File: src/rtl/menu_video_timing_if.sv
// menu_video_timing_if: mode inputs and raster outputs of the menu video timing generator
interface menu_video_timing_if #(
  parameter int HW = 10,
  parameter int VW = 10
);
  logic pal, scandoubler;
  logic ce_pix, hblank, vblank, hsync, vsync, de, frame_start, field;
  logic [HW-1:0] hc;
  logic [VW-1:0] vc, vc_native, scroll;
  modport master (
    input  pal, scandoubler,
    output ce_pix, hc, vc, vc_native, hblank, vblank, hsync, vsync, de, frame_start, scroll, field
  );
  modport slave (
    output pal, scandoubler,
    input  ce_pix, hc, vc, vc_native, hblank, vblank, hsync, vsync, de, frame_start, scroll, field
  );
endinterface

File: src/rtl/menu_video_timing.sv
// menu_video_timing: raster timing generator (pixel CE, h/v counters, sync/blank/DE, per-frame scroll)
// MENU_VT_INTERLACE_EN enables alternating L/L+1 line fields on native (non-scandoubled) output.
module menu_video_timing #(
  parameter int HW          = 10,
  parameter int VW          = 10,
  parameter int CE_DIV      = 2,
  parameter int H_TOTAL     = 640,
  parameter int H_ACTIVE    = 550,
  parameter int H_SS        = 570,
  parameter int H_SE        = 602,
  parameter int NTSC_LINES  = 262,
  parameter int PAL_LINES   = 312,
  parameter int SCROLL_STEP = 6
) (
  input logic clk_sys,
  input logic reset,
  menu_video_timing_if.master vt
);
  localparam int CW = CE_DIV > 1 ? $clog2(CE_DIV) : 1;
  localparam int DS = CE_DIV / 2 > 1 ? CE_DIV / 2 : 1;
  logic [CW-1:0] cnt_q, cnt_d, d_max;
  logic [HW-1:0] hc_q, hc_d;
  logic [VW-1:0] vc_q, vc_d, vcn_q, scroll_q, scroll_d, l_max, act, vss, vse, vc_eff;
  logic pal_q, pal_d, sd_q, sd_d, field_q, field_d, ce_q, ce_d;
  logic h_end, v_end, wrap, sc_en;
  logic hblank_q, vblank_q, hsync_q, vsync_q, de_q, fs_q;
  logic hblank_d, vblank_d, hsync_d, vsync_d;
  // Everything below is derived from next-state counters so decodes line up with hc/vc.
  always_comb begin
    d_max = sd_q ? CW'(DS - 1) : CW'(CE_DIV - 1);
    cnt_d = cnt_q >= d_max ? '0 : cnt_q + 1'b1;
    ce_d = cnt_d == d_max;
    l_max = ((pal_q ? VW'(PAL_LINES) : VW'(NTSC_LINES)) << sd_q) - VW'(1) + VW'(field_q);
    h_end = hc_q >= HW'(H_TOTAL - 1);
    v_end = vc_q >= l_max;
    wrap = ce_d & h_end & v_end;
    hc_d = !ce_d ? hc_q : h_end ? '0 : hc_q + 1'b1;
    vc_d = !(ce_d & h_end) ? vc_q : v_end ? '0 : vc_q + 1'b1;
    pal_d = wrap ? vt.pal : pal_q;
    sd_d = wrap ? vt.scandoubler : sd_q;
`ifdef MENU_VT_INTERLACE_EN
    field_d = sd_d ? 1'b0 : field_q ^ wrap;
    sc_en = sd_q | field_q;
`else
    field_d = 1'b0;
    sc_en = 1'b1;
`endif
    scroll_d = wrap & sc_en ? scroll_q + VW'(SCROLL_STEP) : scroll_q;
    act = (pal_d ? VW'(300) : VW'(240)) << sd_d;
    vss = (pal_d ? VW'(304) : VW'(245)) << sd_d;
    vse = (pal_d ? VW'(308) : VW'(248)) << sd_d;
    // odd field: the first half of each line still counts as the previous line for vsync
    vc_eff = vc_d - VW'(field_d & (hc_d < HW'(H_TOTAL / 2)));
    hblank_d = hc_d >= HW'(H_ACTIVE);
    hsync_d = hc_d >= HW'(H_SS) && hc_d < HW'(H_SE);
    vblank_d = vc_d >= act;
    vsync_d = vc_eff >= vss && vc_eff < vse;
  end
  always_ff @(posedge clk_sys) begin
    if (reset) begin
      cnt_q <= '0;
      ce_q <= 1'b0;
      hc_q <= '0;
      vc_q <= '0;
      vcn_q <= '0;
      pal_q <= vt.pal;
      sd_q <= vt.scandoubler;
      field_q <= 1'b0;
      {hblank_q, vblank_q, hsync_q, vsync_q, de_q, fs_q} <= '0;
      scroll_q <= '0;
    end else begin
      cnt_q <= cnt_d;
      ce_q <= ce_d;
      hc_q <= hc_d;
      vc_q <= vc_d;
      vcn_q <= vc_d >> sd_d;
      pal_q <= pal_d;
      sd_q <= sd_d;
      field_q <= field_d;
      {hblank_q, vblank_q, hsync_q, vsync_q} <= {hblank_d, vblank_d, hsync_d, vsync_d};
      de_q <= ~(hblank_d | vblank_d);
      fs_q <= wrap;
      scroll_q <= scroll_d;
    end
  end
  assign vt.ce_pix = ce_q;
  assign vt.hc = hc_q;
  assign vt.vc = vc_q;
  assign vt.vc_native = vcn_q;
  assign vt.hblank = hblank_q;
  assign vt.vblank = vblank_q;
  assign vt.hsync = hsync_q;
  assign vt.vsync = vsync_q;
  assign vt.de = de_q;
  assign vt.frame_start = fs_q;
  assign vt.scroll = scroll_q;
  assign vt.field = field_q;
endmodule

File: src/flat_wrapper.sv
// flat-port wrapper written by rule: the top's interface ports become plain ports
module menu_video_timing_flat 
#(
  parameter int HW          = 10,
  parameter int VW          = 10,
  parameter int CE_DIV      = 2,
  parameter int H_TOTAL     = 640,
  parameter int H_ACTIVE    = 550,
  parameter int H_SS        = 570,
  parameter int H_SE        = 602,
  parameter int NTSC_LINES  = 262,
  parameter int PAL_LINES   = 312,
  parameter int SCROLL_STEP = 6
)
  (clk_sys, reset, vt_pal, vt_scandoubler, vt_ce_pix, vt_hc, vt_vc, vt_vc_native, vt_hblank, vt_vblank, vt_hsync, vt_vsync, vt_de, vt_frame_start, vt_scroll, vt_field);
  menu_video_timing_if #(.HW(HW), .VW(VW)) vt_i ();
  input logic clk_sys;
  input logic reset;
  input wire logic [$bits(vt_i.pal)-1:0] vt_pal;
  input wire logic [$bits(vt_i.scandoubler)-1:0] vt_scandoubler;
  output wire logic [$bits(vt_i.ce_pix)-1:0] vt_ce_pix;
  output wire logic [$bits(vt_i.hc)-1:0] vt_hc;
  output wire logic [$bits(vt_i.vc)-1:0] vt_vc;
  output wire logic [$bits(vt_i.vc_native)-1:0] vt_vc_native;
  output wire logic [$bits(vt_i.hblank)-1:0] vt_hblank;
  output wire logic [$bits(vt_i.vblank)-1:0] vt_vblank;
  output wire logic [$bits(vt_i.hsync)-1:0] vt_hsync;
  output wire logic [$bits(vt_i.vsync)-1:0] vt_vsync;
  output wire logic [$bits(vt_i.de)-1:0] vt_de;
  output wire logic [$bits(vt_i.frame_start)-1:0] vt_frame_start;
  output wire logic [$bits(vt_i.scroll)-1:0] vt_scroll;
  output wire logic [$bits(vt_i.field)-1:0] vt_field;
  assign vt_i.pal = vt_pal;
  assign vt_i.scandoubler = vt_scandoubler;
  assign vt_ce_pix = vt_i.ce_pix;
  assign vt_hc = vt_i.hc;
  assign vt_vc = vt_i.vc;
  assign vt_vc_native = vt_i.vc_native;
  assign vt_hblank = vt_i.hblank;
  assign vt_vblank = vt_i.vblank;
  assign vt_hsync = vt_i.hsync;
  assign vt_vsync = vt_i.vsync;
  assign vt_de = vt_i.de;
  assign vt_frame_start = vt_i.frame_start;
  assign vt_scroll = vt_i.scroll;
  assign vt_field = vt_i.field;
  menu_video_timing #(.HW(HW), .VW(VW), .CE_DIV(CE_DIV), .H_TOTAL(H_TOTAL), .H_ACTIVE(H_ACTIVE), .H_SS(H_SS), .H_SE(H_SE), .NTSC_LINES(NTSC_LINES), .PAL_LINES(PAL_LINES), .SCROLL_STEP(SCROLL_STEP)) u_core (.clk_sys(clk_sys), .reset(reset), .vt(vt_i));
endmodule
File: config.mk
export PLATFORM = sky130hd
export DESIGN_NAME = menu_video_timing_flat
export DESIGN_NICKNAME = d
export VERILOG_FILES = /design/src/rtl/menu_video_timing_if.sv /design/src/rtl/menu_video_timing.sv /design/src/flat_wrapper.sv
export SDC_FILE = /design/constraint.sdc
export NUM_CORES = 1
export LEC_CHECK = 0
export BUFFER_PORTS_ARGS = -buffer_cell sky130_fd_sc_hd__buf_2
export CAP_MARGIN = 25
export CORE_MARGIN = 4
export CORE_UTILIZATION = 55
export CTS_CLUSTER_DIAMETER = 30
export DETAILED_ROUTE_END_ITERATION = 10
export GPL_TIMING_DRIVEN = 0
export PLACE_DENSITY_LB_ADDON = 0.15
export REMOVE_ABC_BUFFERS = 1
export SETUP_SLACK_MARGIN = 0.5
export SKIP_LAST_GASP = 1
export SYNTH_ARGS = -nofsm -noshare
export SYNTH_HDL_FRONTEND = slang
export SYNTH_SLANG_ARGS = --single-unit
File: constraint.sdc
create_clock -name clk_sys -period 7.45 [get_ports clk_sys]
set_input_delay 0.3725 -clock clk_sys [delete_from_list [all_inputs] [get_ports clk_sys]]
set_output_delay 0.3725 -clock clk_sys [all_outputs]
set_load 0.01 [all_outputs]
==> metrics.md, run 1 <==
| Metric | Value |
|---|---|
| Worst hold start | `vt_pal` |
| Max-slew headroom | `32.62%` |
| Final period util | `73.47%` |
| Comb pwr share | `13.6%` |
| Cells after Synth | `348` |
| Worst vdd ir | `103.0 µV` |
| Cells after DPL | `449` |
| CP startpoint kind | `register` |
| Via/cell ratio | `5.479` |
| CTS tree | `yes` |
| Register area | `980.9 µm²` |
| Distinct cells, synth | `62` |
| Sequential cell area fraction in the yosys report | `33.00%` |
| Worst Hold Class | `input pin to register` |
| Clk sinks | `49` |
| Final total power | `0.5204 mW` |
| Fin cells | `457` |
| Iteration-0 DRC Markers | `153` |
| Synthesized area | `0.002973 mm²` |
| N_diodes | `0` |
| Final max-slew violation count | `0` |
| Core box area | `0.005172 mm²` |
| Clk_skew | `11.89 ps` |
| M2 GR Usage | `31.27%` |
| Io pins | `52` |
| Nets | `419` |
| Postcts setup bufs | `0` |
| Async SR Flop Fraction | `0%` |
| Clock Path Buffers | `2` |
| Starting Density | `57.47%` |
| Crit path launch | `u_core.sd_q$_DFF_P_` |
| Layout cell share with drive strength beyond 1 | `19.38%` |
| F_max | `182.7 MHz` |
| Root buf cell | `clkbuf_8` |
| LEAKAGE | `1.533 nW` |
| Reg-to-Reg Start | `u_core.sd_q$_DFF_P_` |
| Arrival time worst endpoint | `5650 ps` |
| Sw frac | `29.37%` |
| DRC | `0` |
| Global Route met3 Usage | `3.289%` |
| Met1 usage in global routing | `28.26%` |
| EDFF count, synth | `0` |
| Avg Cell Area, Syn | `8.543 µm²` |
| Remaining Overflow, GRT | `0` |
| Die span in y | `81.52 µm` |
| Post-CTS Resized | `0` |
| Die Wd | `81.52 µm` |
| Clk network pwr share | `32.9%` |
| Post-route cell area | `0.003308 mm²` |
| Pwr dens | `157.3 mW/mm²` |
| DIE AREA | `0.006646 mm²` |
| Vias | `2504` |
| Critical Path Fanout Max | `19` |
| Synth cell count leaders | `54 x nor2_1, 49 x dfxtp_1, 29 x ha_1` |
| Top FF cell, synth | `dfxtp_1` |
| Vias in the first global route | `2242` |
| Top cells by area, synth | `dfxtp_1 33%, ha_1 12%, nor2_1 6.8%` |
| Most numerous cell in the Yosys netlist | `nor2_1` |
| Status | `finished, final reports clean` |
| Switching power | `0.1528 mW` |
| Largest area contributor in the netlist | `dfxtp_1` |
| Rows | `26` |
| First drt pass iteration count | `4` |
| DRT antenna net count | `0` |
| Multi-input gate area | `0.001833 mm²` |
| Post-DP HPWL | `4755 µm` |
| Initial antenna violation count | `0` |
| Int Power | `0.3676 mW` |
| Fin Setup TNS | `0 ps` |
| Worst setup EP type | `register` |
| Placer Congestion | `0.8780` |
| RSZ-0062 raised after global routing | `false` |
| Routed len/inst | `14.04 µm` |
| Final setup viols | `0` |
| Dpl cell area | `0.003213 mm²` |
| Gr usage total | `20.06%` |
| Sequential power share | `53.4%` |
| Max-cap viol count | `0` |
| First-pass GRT wire length | `10470 µm` |
| H-tree depth | `2` |
| # port buffers | `49` |
| YS warnings | `0` |
| Final WL | `6416 µm` |
| Worst-Margin Slew | `1011 ps` |
| CTS buffer count | `5` |
| Final min period | `5474 ps` |
| Critical path data required time | `7630 ps` |
| Area Overhead vs Synth | `11.28%` |
| Synthesized flop and latch total | `49` |
| Kind of critical path | `register to register` |
| Worst hold margin | `309.1 ps` |
| Clock transition at path regs | `110 ps` |
| Top cell type's share of synthesized area | `33.00%` |
| Filler cells | `456` |
| Final hold vios | `0` |
| Most Used Layer, Global Route | `met2` |
| Worst Hold Path Cells | `2` |
| R2r worst-path depth | `17` |
| CTS Hold Bufs | `0` |
| Clk Latency, worst-skew pair | `310 ps` |
| Pin count of the biggest net entering global routing | `38` |
[cells by family (layout without fill, tap and decap cells)]
kind of cell | Yosys count | after routing | synth area share [%]
buf+inv | 36 | 74 | 5.471
other cells | 2 | 3 | 0.2526
mux | 4 | 4 | 1.473
xor+xnor | 22 | 22 | 6.482
flops | 49 | 49 | 33.00
simple gates | 140 | 140 | 24.37
compound gates | 66 | 66 | 16.75
fa+ha+maj | 29 | 29 | 12.21
[state kept, by name, indices dropped and copies added (netlist names)]
signal / cells
u_core.pal_q: 1
u_core.vt.vc_native: 10
u_core.vt.vc: 10
u_core.cnt_q: 1
u_core.vt.vblank: 1
u_core.vt.vsync: 1
u_core.vt.hc: 10
u_core.sd_q: 1
u_core.vt.hblank: 1
u_core.vt.frame_start: 1
u_core.vt.scroll: 9
u_core.vt.de: 1
u_core.vt.ce_pix: 1
u_core.vt.hsync: 1
[final cells by class]
| class | instances | area share, % |
|---|---|---|
| Clock inverter | 3 | 0.7943 |
| Sequential cell | 49 | 29.65 |
| Inverter | 17 | 2.005 |
| Tap cell | 70 | 2.648 |
| Clock buffer | 5 | 2.080 |
| Timing Repair Buffer | 49 | 7.413 |
| Multi-Input combinational cell | 264 | 55.41 |
[through the flow]
| step | setup WS, ps | util, % |
|---|---|---|
| 2_1_floorplan | 2959 | - |
| 3_3_place_gp | 2017 | 62.12 |
| 3_5_place_dp | 1966 | 62.12 |
| 4_1_cts | 1971 | 63.96 |
| 5_1_grt | 1480 | 63.96 |
| 6_report | 1976 | 63.96 |
[worst paths after layout]
| check | to | slack, ps |
|---|---|---|
| max reg2reg | u_core.vt.vsync$_SDFF_PP0_ | 1980 |
| max | u_core.vt.vsync$_SDFF_PP0_ | 1980 |
| min reg2reg | u_core.cnt_q$_SDFF_PP0_ | 440 |
| min | u_core.pal_q$_DFF_P_ | 310 |
[power by group through the flow]
| stage | clock [mW] | combinational, mW | sequential [mW] |
|---|---|---|---|
| final | 0.171 | 0.0710 | 0.278 |
| after global placement | 0 | 0.0689 | 0.284 |
| after CTS | 0.176 | 0.0714 | 0.278 |
| after detailed placement | 0 | 0.0711 | 0.284 |
| after floorplan | 0 | 0.0479 | 0.285 |
| after global routing | 0.186 | 0.0810 | 0.280 |
[metal layers]
layer,share of wire [%],up-vias
met3,4.1,8
met1,52,1144
met5,0,-
met2,43,65
met4,1.5,0
li1,-,1287
[cell usage in the layout (no fill, tap or decap), types with 2 or more instances in the layout]
master      count
and2_4          2
clkinvlp_4      2
nor2b_1         7
xor2_1          8
or3_1           3
nor3_1         11
and2_1          3
a22o_1          3
a2111oi_4       2
nor4_1          2
a31oi_1         3
o32ai_1         2
nand2b_1        2
nand3_1         8
o31a_1          2
conb_1          3
xnor2_1        14
a21o_1          9
a211oi_1        6
o21ai_0         8
buf_2          49
dfxtp_1        49
nor2_1         54
nand2_1        25
o211a_1         2
o211ai_1        3
a21oi_1        15
clkbuf_8        5
ha_1           29
inv_1          14
mux2_2          3
nand4_1         7
and3_1          3
[worst max-delay path, stage by stage, from the launching register on]
cell and delay [ps]:
dfxtp_1 670, clkinv_1 430, ha_1 420, nand4_1 70, o21a_1 200, o221ai_1 780, and2_1 750, a21o_1 460
inv_4 100, ha_1 240, ha_1 270, nand2b_1 140, a21o_1 170, a21o_1 170, a21oi_1 150, nor2b_1 60
o211ai_1 160, nor4_1 70
No activity file was read; power rests on OpenSTA's default activity.
==> inputs of run 2 (changes only) <==
--- a/config.mk
+++ b/config.mk
@@ -5,6 +5,7 @@
 export SDC_FILE = /design/constraint.sdc
 export NUM_CORES = 1
 export LEC_CHECK = 0
+export ABC_AREA = 1
 export BUFFER_PORTS_ARGS = -buffer_cell sky130_fd_sc_hd__buf_2
 export CAP_MARGIN = 25
 export CORE_MARGIN = 4
==> constraint.sdc (replaced) <==
create_clock -name clk_sys -period 5.04 [get_ports clk_sys]
set_input_delay 0.252 -clock clk_sys [delete_from_list [all_inputs] [get_ports clk_sys]]
set_output_delay 0.252 -clock clk_sys [all_outputs]
set_load 0.01 [all_outputs]
==> run 2 against run 1 <==
Routed wire length grew 1.3%. Sequential share of layout area is 0.64 points lower. Critical path depth unchanged. Clock skew decreased by 0.77 ps. Global-route usage increased by 1.3 points. Final cell count up 20%. Clock power is 39% higher. Die area rose by 1.7%. Worst hold slack worse by 85 ps. Area after synthesis rose by 1.9%. Sequential power rose by 46%. Register-to-register slack got worse by 580 ps.
==> metrics.md, run 2 <==
| Metric | Value |
|---|---|
| Sequential power share | `55.2% (+1.8 points)` |
| Top cells by area, synth | `dfxtp_1 32%, ha_1 12%, nand2_1 12%` |
| Distinct cells, synth | `36 (-42%)` |
| CTS Hold Bufs | `0 (unchanged)` |
| Final period util | `72.30% (-1.2 points)` |
| Synth cell count leaders | `96 x nand2_1, 70 x inv_1, 50 x nor2_1` |
| Filler cells | `506 (+11%)` |
| Post-CTS Resized | `0 (unchanged)` |
| Top FF cell, synth | `dfxtp_1` |
| # port buffers | `49 (unchanged)` |
| Arrival time worst endpoint | `3880 ps (-1770 ps)` |
| Commonest non-fill, non-tap cell in the layout | `nand2_1` |
| Critical path data required time | `5280 ps (-2350 ps)` |
| Die span in y | `82.21 µm (+0.85%)` |
| Final total power | `0.7368 mW (+42%)` |
| CP startpoint kind | `register` |
| Final hold vios | `0 (unchanged)` |
| Vias | `2791 (+11%)` |
| RSZ-0062 raised after global routing | `false` |
| Cells after Synth | `433 (+24%)` |
| Async SR Flop Fraction | `0% (unchanged)` |
| F_max | `274.4 MHz (+50%)` |
| Synthesized flop and latch total | `49 (unchanged)` |
| CTS tree | `yes` |
| Most numerous cell in the Yosys netlist | `nand2_1` |
| Io pins | `52 (unchanged)` |
| Avg Cell Area, Syn | `6.996 µm² (-18%)` |
| Clk sinks | `49 (unchanged)` |
| Int Power | `0.5417 mW (+47%)` |
| Iteration-0 DRC Markers | `131 (-14%)` |
| Gr usage total | `21.33% (+1.3 points)` |
| Final WL | `6501 µm (+1.3%)` |
| Clock Path Buffers | `2 (unchanged)` |
| Kind of critical path | `register to register` |
| Clk_skew | `11.12 ps (-0.7660 ps)` |
| Most frequent cells in the layout | `96 x nand2_1, 70 x inv_1, 50 x nor2_1` |
| Max-slew headroom | `62.54% (+30 points)` |
| Routed len/inst | `11.84 µm (-16%)` |
| N_diodes | `0 (unchanged)` |
| DIE AREA | `0.006758 mm² (+1.7%)` |
| Final setup viols | `0 (unchanged)` |
| Sequential cell area fraction in the yosys report | `32.38% (-0.61 points)` |
| DRT antenna net count | `0 (unchanged)` |
| Starting Density | `57.84% (+0.36 points)` |
| First-pass GRT wire length | `11330 µm (+8.2%)` |
| CTS buffer count | `5 (unchanged)` |
| Worst Hold Class | `input pin to register` |
| Sw frac | `26.48% (-2.9 points)` |
| Remaining Overflow, GRT | `0 (unchanged)` |
| Pin count of the biggest net entering global routing | `28 (-26%)` |
| Nets | `512 (+22%)` |
| Fin Setup TNS | `0 ps (unchanged)` |
| Final max-slew violation count | `0 (unchanged)` |
| Status | `finished, final reports clean` |
| DRC | `0 (unchanged)` |
| Postcts setup bufs | `0 (unchanged)` |
| Max-cap viol count | `0 (unchanged)` |
| Post-route cell area | `0.003381 mm² (+2.2%)` |
| Comb pwr share | `12.7% (-0.9 points)` |
| Clk Latency, worst-skew pair | `300 ps (about the same)` |
| Dpl cell area | `0.003291 mm² (+2.4%)` |
| Worst vdd ir | `157.0 µV (+52%)` |
| H-tree depth | `2 (unchanged)` |
| Placer Congestion | `0.8301 (-5.5%)` |
| Final min period | `3644 ps (-1830 ps)` |
| Initial antenna violation count | `0 (unchanged)` |
| Rows | `26 (unchanged)` |
| Largest area contributor in the netlist | `dfxtp_1` |
| Top cell type's share of synthesized area | `32.38% (-0.61 points)` |
| Worst-Margin Slew | `561.8 ps (-448.9 ps)` |
| Die Wd | `82.21 µm (+0.85%)` |
| Synthesized area | `0.003029 mm² (+1.9%)` |
| Pwr dens | `217.9 mW/mm² (+39%)` |
| Via/cell ratio | `5.084 (-7.2%)` |
| Layout cell share with drive strength beyond 1 | `16.08% (-3.3 points)` |
| Clock transition at path regs | `90 ps (-20 ps)` |
| Worst setup EP type | `register` |
| Core box area | `0.005238 mm² (+1.3%)` |
| Critical Path Fanout Max | `14 (-5)` |
| Post-DP HPWL | `5089 µm (+7.0%)` |
| YS warnings | `0 (unchanged)` |
| EDFF count, synth | `0 (unchanged)` |
| Vias in the first global route | `2649 (+18%)` |
| Root buf cell | `clkbuf_8` |
| First drt pass iteration count | `4 (unchanged)` |
| LEAKAGE | `1.909 nW (+25%)` |
| Area Overhead vs Synth | `11.61%` |
| Switching power | `0.1951 mW (+28%)` |
| Clk network pwr share | `32.1% (-0.8 points)` |
==> run 2: area by class of cell <==
cell class                      instances  area [µm²]  share of cell area [%]
Clock inverter                          1       7.507                  0.2221
Sequential cell                        49       980.9                   29.02
Multi-Input combinational cell        299        1690                   50.00
Inverter                               75       286.5                   8.475
Timing Repair Buffer                   49       245.2                   7.254
Clock buffer                            6       82.58                   2.443
Tap cell                               70       87.58                   2.591
==> run 2: path summary, 6_finish.rpt <==
kind | cells past startpoint | slack (ps) | startpoint | endpoint
max reg2reg | 17 | 1400 | u_core.sd_q$_DFF_P_ | u_core.vt.vsync$_SDFF_PP0_
min | 3 | 220 | vt_pal | u_core.pal_q$_DFF_P_
max | 17 | 1400 | u_core.sd_q$_DFF_P_ | u_core.vt.vsync$_SDFF_PP0_
min reg2reg | 2 | 470 | u_core.vt.scroll[9]$_SDFFE_PP0N_ | u_core.vt.scroll[9]$_SDFFE_PP0N_
==> run 2: metal layers <==
layer | part of all wire [%] | vias to the layer above | GRT usage (%) | routed length, µm
met5 | 0 | - | 0 | 0
met4 | 1.3 | 0 | 6.977 | 85
met3 | 5.6 | 9 | 3.471 | 363
met2 | 47 | 65 | 37.10 | 3058
met1 | 46 | 1264 | 26.65 | 2993
li1 | - | 1453 | - | -
==> run 2: kinds of logic (layout without fill, tap and decap cells) <==
logic type | after synthesis | count (layout) | share of synthesized area (%)
adder cells (fa/ha/maj) | 29 | 29 | 11.98
buffers and inverters | 86 | 131 | 11.94
AO/OA/AOI/OAI | 58 | 58 | 11.48
other | 2 | 3 | 0.2479
XOR/XNOR | 8 | 8 | 2.313
flip-flops | 49 | 49 | 32.38
AND/OR/NAND/NOR | 201 | 201 | 29.66
==> run 2: metrics by stage <==
| step | util [%] | cells | worst slack [ps] | hold slack, ps |
|---|---|---|---|---|
| floorplan | - | 423 | 2019 | 321.1 |
| global placement | 62.83 | 542 | 1491 | 451.8 |
| detailed placement | 62.83 | 542 | 1437 | 459.2 |
| CTS | 64.55 | 549 | 1392 | 214.7 |
| global route | 64.55 | 549 | 1088 | 239.6 |
| finish | 64.55 | 549 | 1396 | 224.3 |
==> run 2: critical path: stages, from the launching register on <==
cell and delay [ps]:
dfxtp_1 570, inv_2 150, ha_1 320, nand2_1 50, nor2_1 90, nand3_1 120
nand3_2 180, nand2_4 170, o21ai_4 380, ha_1 280, inv_1 60, ha_1 280
a21oi_1 130, a21boi_0 260, inv_1 100, nor4_1 210, nand3_1 120, nor2_1 100
==> run 2: power groups by stage <==
stage	clock, mW	combinational, mW	sequential [mW]
3_3_place_gp	0	0.0916	0.415
2_1_floorplan	0	0.0628	0.419
5_1_grt	0.260	0.110	0.409
3_5_place_dp	0	0.0945	0.416
6_report	0.237	0.0935	0.407
4_1_cts	0.244	0.0951	0.407
==> inputs of run 3 (changes only) <==
--- a/config.mk
+++ b/config.mk
@@ -5,11 +5,11 @@
 export SDC_FILE = /design/constraint.sdc
 export NUM_CORES = 1
 export LEC_CHECK = 0
-export ABC_AREA = 1
+export ABC_AREA = 0
 export BUFFER_PORTS_ARGS = -buffer_cell sky130_fd_sc_hd__buf_2
 export CAP_MARGIN = 25
 export CORE_MARGIN = 4
-export CORE_UTILIZATION = 55
+export CORE_UTILIZATION = 51
 export CTS_CLUSTER_DIAMETER = 30
 export DETAILED_ROUTE_END_ITERATION = 10
 export GPL_TIMING_DRIVEN = 0
==> constraint.sdc (replaced) <==
create_clock -name clk_sys -period 3.1 [get_ports clk_sys]
set_input_delay 0.155 -clock clk_sys [delete_from_list [all_inputs] [get_ports clk_sys]]
set_output_delay 0.155 -clock clk_sys [all_outputs]
set_load 0.01 [all_outputs]
==> run 3 against run 2 <==
The flow now finishes with violations (setup timing). Sequential power is 64% higher. Flip-flop and latch count stayed put. Utilization is 3.2 points higher. Sequential share of layout area is 2.8 points lower. Worst hold slack worse by 100 ps. Maximum frequency is 11% higher. Critical endpoint is now u_core.vt.vblank$_SDFF_PP0_. Power is 90% higher.
==> metrics.md, run 3 (same netlist as run 1, synthesis figures left out) <==
| Metric | Value |
|---|---|
| Remaining Overflow, GRT | `0 (unchanged)` |
| Arrival time worst endpoint | `3450 ps (-430 ps)` |
| Nets | `439 (-14%)` |
| Post-DP HPWL | `4869 µm (-4.3%)` |
| Io pins | `52 (unchanged)` |
| Vias | `2675 (-4.2%)` |
| Failing checks | `setup timing` |
| Die span in y | `84.35 µm (+2.6%)` |
| Max-cap viol count | `0 (unchanged)` |
| Initial antenna violation count | `0 (unchanged)` |
| Setup ws final | `-187.3 ps (-1583 ps)` |
| Critical Path Fanout Max | `6 (-8)` |
| Pre-CTS WS | `-2371 ps (-3808 ps)` |
| Pwr dens | `370.7 mW/mm² (+70%)` |
| DRC | `0 (unchanged)` |
| Worst-Margin Slew | `761.2 ps (+199.4 ps)` |
| CP startpoint kind | `register` |
| Fin util | `67.79% (+3.2 points)` |
| Commonest non-fill, non-tap cell in the layout | `nor2_1` |
| Final hold vios | `0 (unchanged)` |
| Worst hold margin | `122.3 ps (-102.0 ps)` |
| Clock Path Buffers | `2 (unchanged)` |
| Final min period | `3287 ps (-356.6 ps)` |
| Critical path data required time | `3260 ps (-2020 ps)` |
| Core box area | `0.005574 mm² (+6.4%)` |
| Placer Congestion | `0.8176 (-1.5%)` |
| Clock transition at path regs | `90 ps (about the same)` |
| First-pass GRT wire length | `12240 µm (+8.0%)` |
| R2r worst-path depth | `15 (-2)` |
| RSZ-0062 raised after global routing | `true` |
| Layout cell share with drive strength beyond 1 | `34.15% (+18 points)` |
| Gr usage total | `20.93% (-0.40 points)` |
| Rows | `27 (+3.8%)` |
| Worst Hold Path Cells | `2 (-1)` |
| Clk sinks | `49 (unchanged)` |
| CTS tree | `yes` |
| Multi-input gate area | `0.002096 mm² (+24%)` |
| CTS Hold Bufs | `0 (unchanged)` |
| Max-slew headroom | `49.25% (-13 points)` |
| Most frequent cells in the layout | `52 x nor2_1, 49 x buf_2, 44 x dfxtp_1` |
| Final period util | `106.0% (+34 points)` |
| Worst Hold Class | `input pin to register` |
| F_max | `304.2 MHz (+11%)` |
| Worst vdd ir | `202.9 µV (+29%)` |
| Routed len/inst | `15.31 µm (+29%)` |
| First drt pass iteration count | `4 (unchanged)` |
| Kind of critical path | `register to register` |
| Root buf cell | `clkbuf_8` |
| Via/cell ratio | `5.585 (+9.9%)` |
| Clk Latency, worst-skew pair | `310 ps (about the same)` |
| LEAKAGE | `1.669 nW (-13%)` |
| Area Overhead vs Synth | `27.10%` |
| Status | `complete, but fails checks` |
| Pin count of the biggest net entering global routing | `38 (+36%)` |
| Clk_skew | `6.801 ps (-4.319 ps)` |
| Starting Density | `53.33% (-4.5 points)` |
| DIE AREA | `0.007115 mm² (+5.3%)` |
| Final setup viols | `3 (+3)` |
| H-tree depth | `2 (unchanged)` |
| # port buffers | `49 (unchanged)` |
| DRT antenna net count | `0 (unchanged)` |
| Register area | `992.2 µm² (+1.1%)` |
| Final total power | `1.401 mW (+90%)` |
| Final max-slew violation count | `0 (unchanged)` |
| Filler cells | `476 (-5.9%)` |
| N_diodes | `0 (unchanged)` |
| Worst setup EP type | `register` |
| Die Wd | `84.35 µm (+2.6%)` |
| Final WL | `7333 µm (+13%)` |
| CTS buffer count | `5 (unchanged)` |
| Vias in the first global route | `2544 (-4.0%)` |
| Iteration-0 DRC Markers | `117 (-11%)` |
[run 3: cell count changes in the layout (fill, tap and decap cells not counted), sizes merged, moves of 5 or more]
cell,change
a211oi,+6
a21o,+7
a21oi,-8
and2,+5
buf,+20
inv,-57
nand2,-77
nand3,-19
nor2b,+7
nor3,+6
o21ai,-10
xnor2,+11
[run 3: power by group]
part,leakage [nW],switching (mW),internal (mW)
clock network,0.0585,0.226,0.242
registers,0.400,0.0210,0.648
logic,1.21,0.135,0.129
[run 3: critical path, cell delays in order, from the launching register on]
cell and delay [ps]:
dfxtp_1 530, ha_4 270, a21oi_1 160, o21a_1 210
o221ai_4 150, and2_4 210, a21o_4 240, inv_6 80
ha_2 180, inv_1 40, ha_1 260, or2_4 240
a21o_1 210, a21oi_2 100, o22a_1 170, a221oi_1 70
[run 3: timing repair]
item                                    4_1_cts  5_1_grt
endpoints found under the setup margin       35        5
pin swaps                                    23        9
buffers inserted                             14        6
gates resized for setup                      62        3
[run 3: per-layer routing]
metal / GRT usage (%) / vias up / wire length (µm) / share of wire [%]
met2: 35.15 / 73 / 3570 / 49
met1: 25.73 / 1254 / 3149 / 43
li1: - / 1333 / - / -
met5: 0 / - / 0 / 0
met4: 8.489 / 0 / 169 / 2.3
met3: 5.005 / 15 / 444 / 6.1
[run 3: area by class of cell]
| cell class | instances | area share (%) |
|---|---|---|
| repair buffers | 69 | 10.76 |
| well taps | 72 | 2.384 |
| clock buffers | 5 | 1.821 |
| inverters | 17 | 2.152 |
| multi-input cells | 264 | 55.46 |
| clock inverters | 3 | 1.159 |
| flip-flops and latches | 49 | 26.26 |
[run 3: worst paths after layout]
| path | from | end | slack [ps] |
|---|---|---|---|
| min | vt_scandoubler | u_core.sd_q$_DFF_P_ | 120 |
| min reg2reg | u_core.cnt_q$_SDFF_PP0_ | u_core.cnt_q$_SDFF_PP0_ | 460 |
| max | u_core.vt.vc[5]$_SDFF_PP0_ | u_core.vt.vblank$_SDFF_PP0_ | -190 |
| max reg2reg | u_core.vt.vc[5]$_SDFF_PP0_ | u_core.vt.vblank$_SDFF_PP0_ | -190 |
[run 3: per-stage QoR]
| step | std cells | instance area [µm²] | setup TNS, ps |
|---|---|---|---|
| after CTS | 473 | 3725 | -330.2 |
| after global placement | 451 | 3216 | -24030 |
| final | 479 | 3779 | -550.8 |
| after detailed placement | 451 | 3216 | -24470 |
| after global routing | 479 | 3779 | -1005 |
| after floorplan | 330 | 2880 | -5672 |
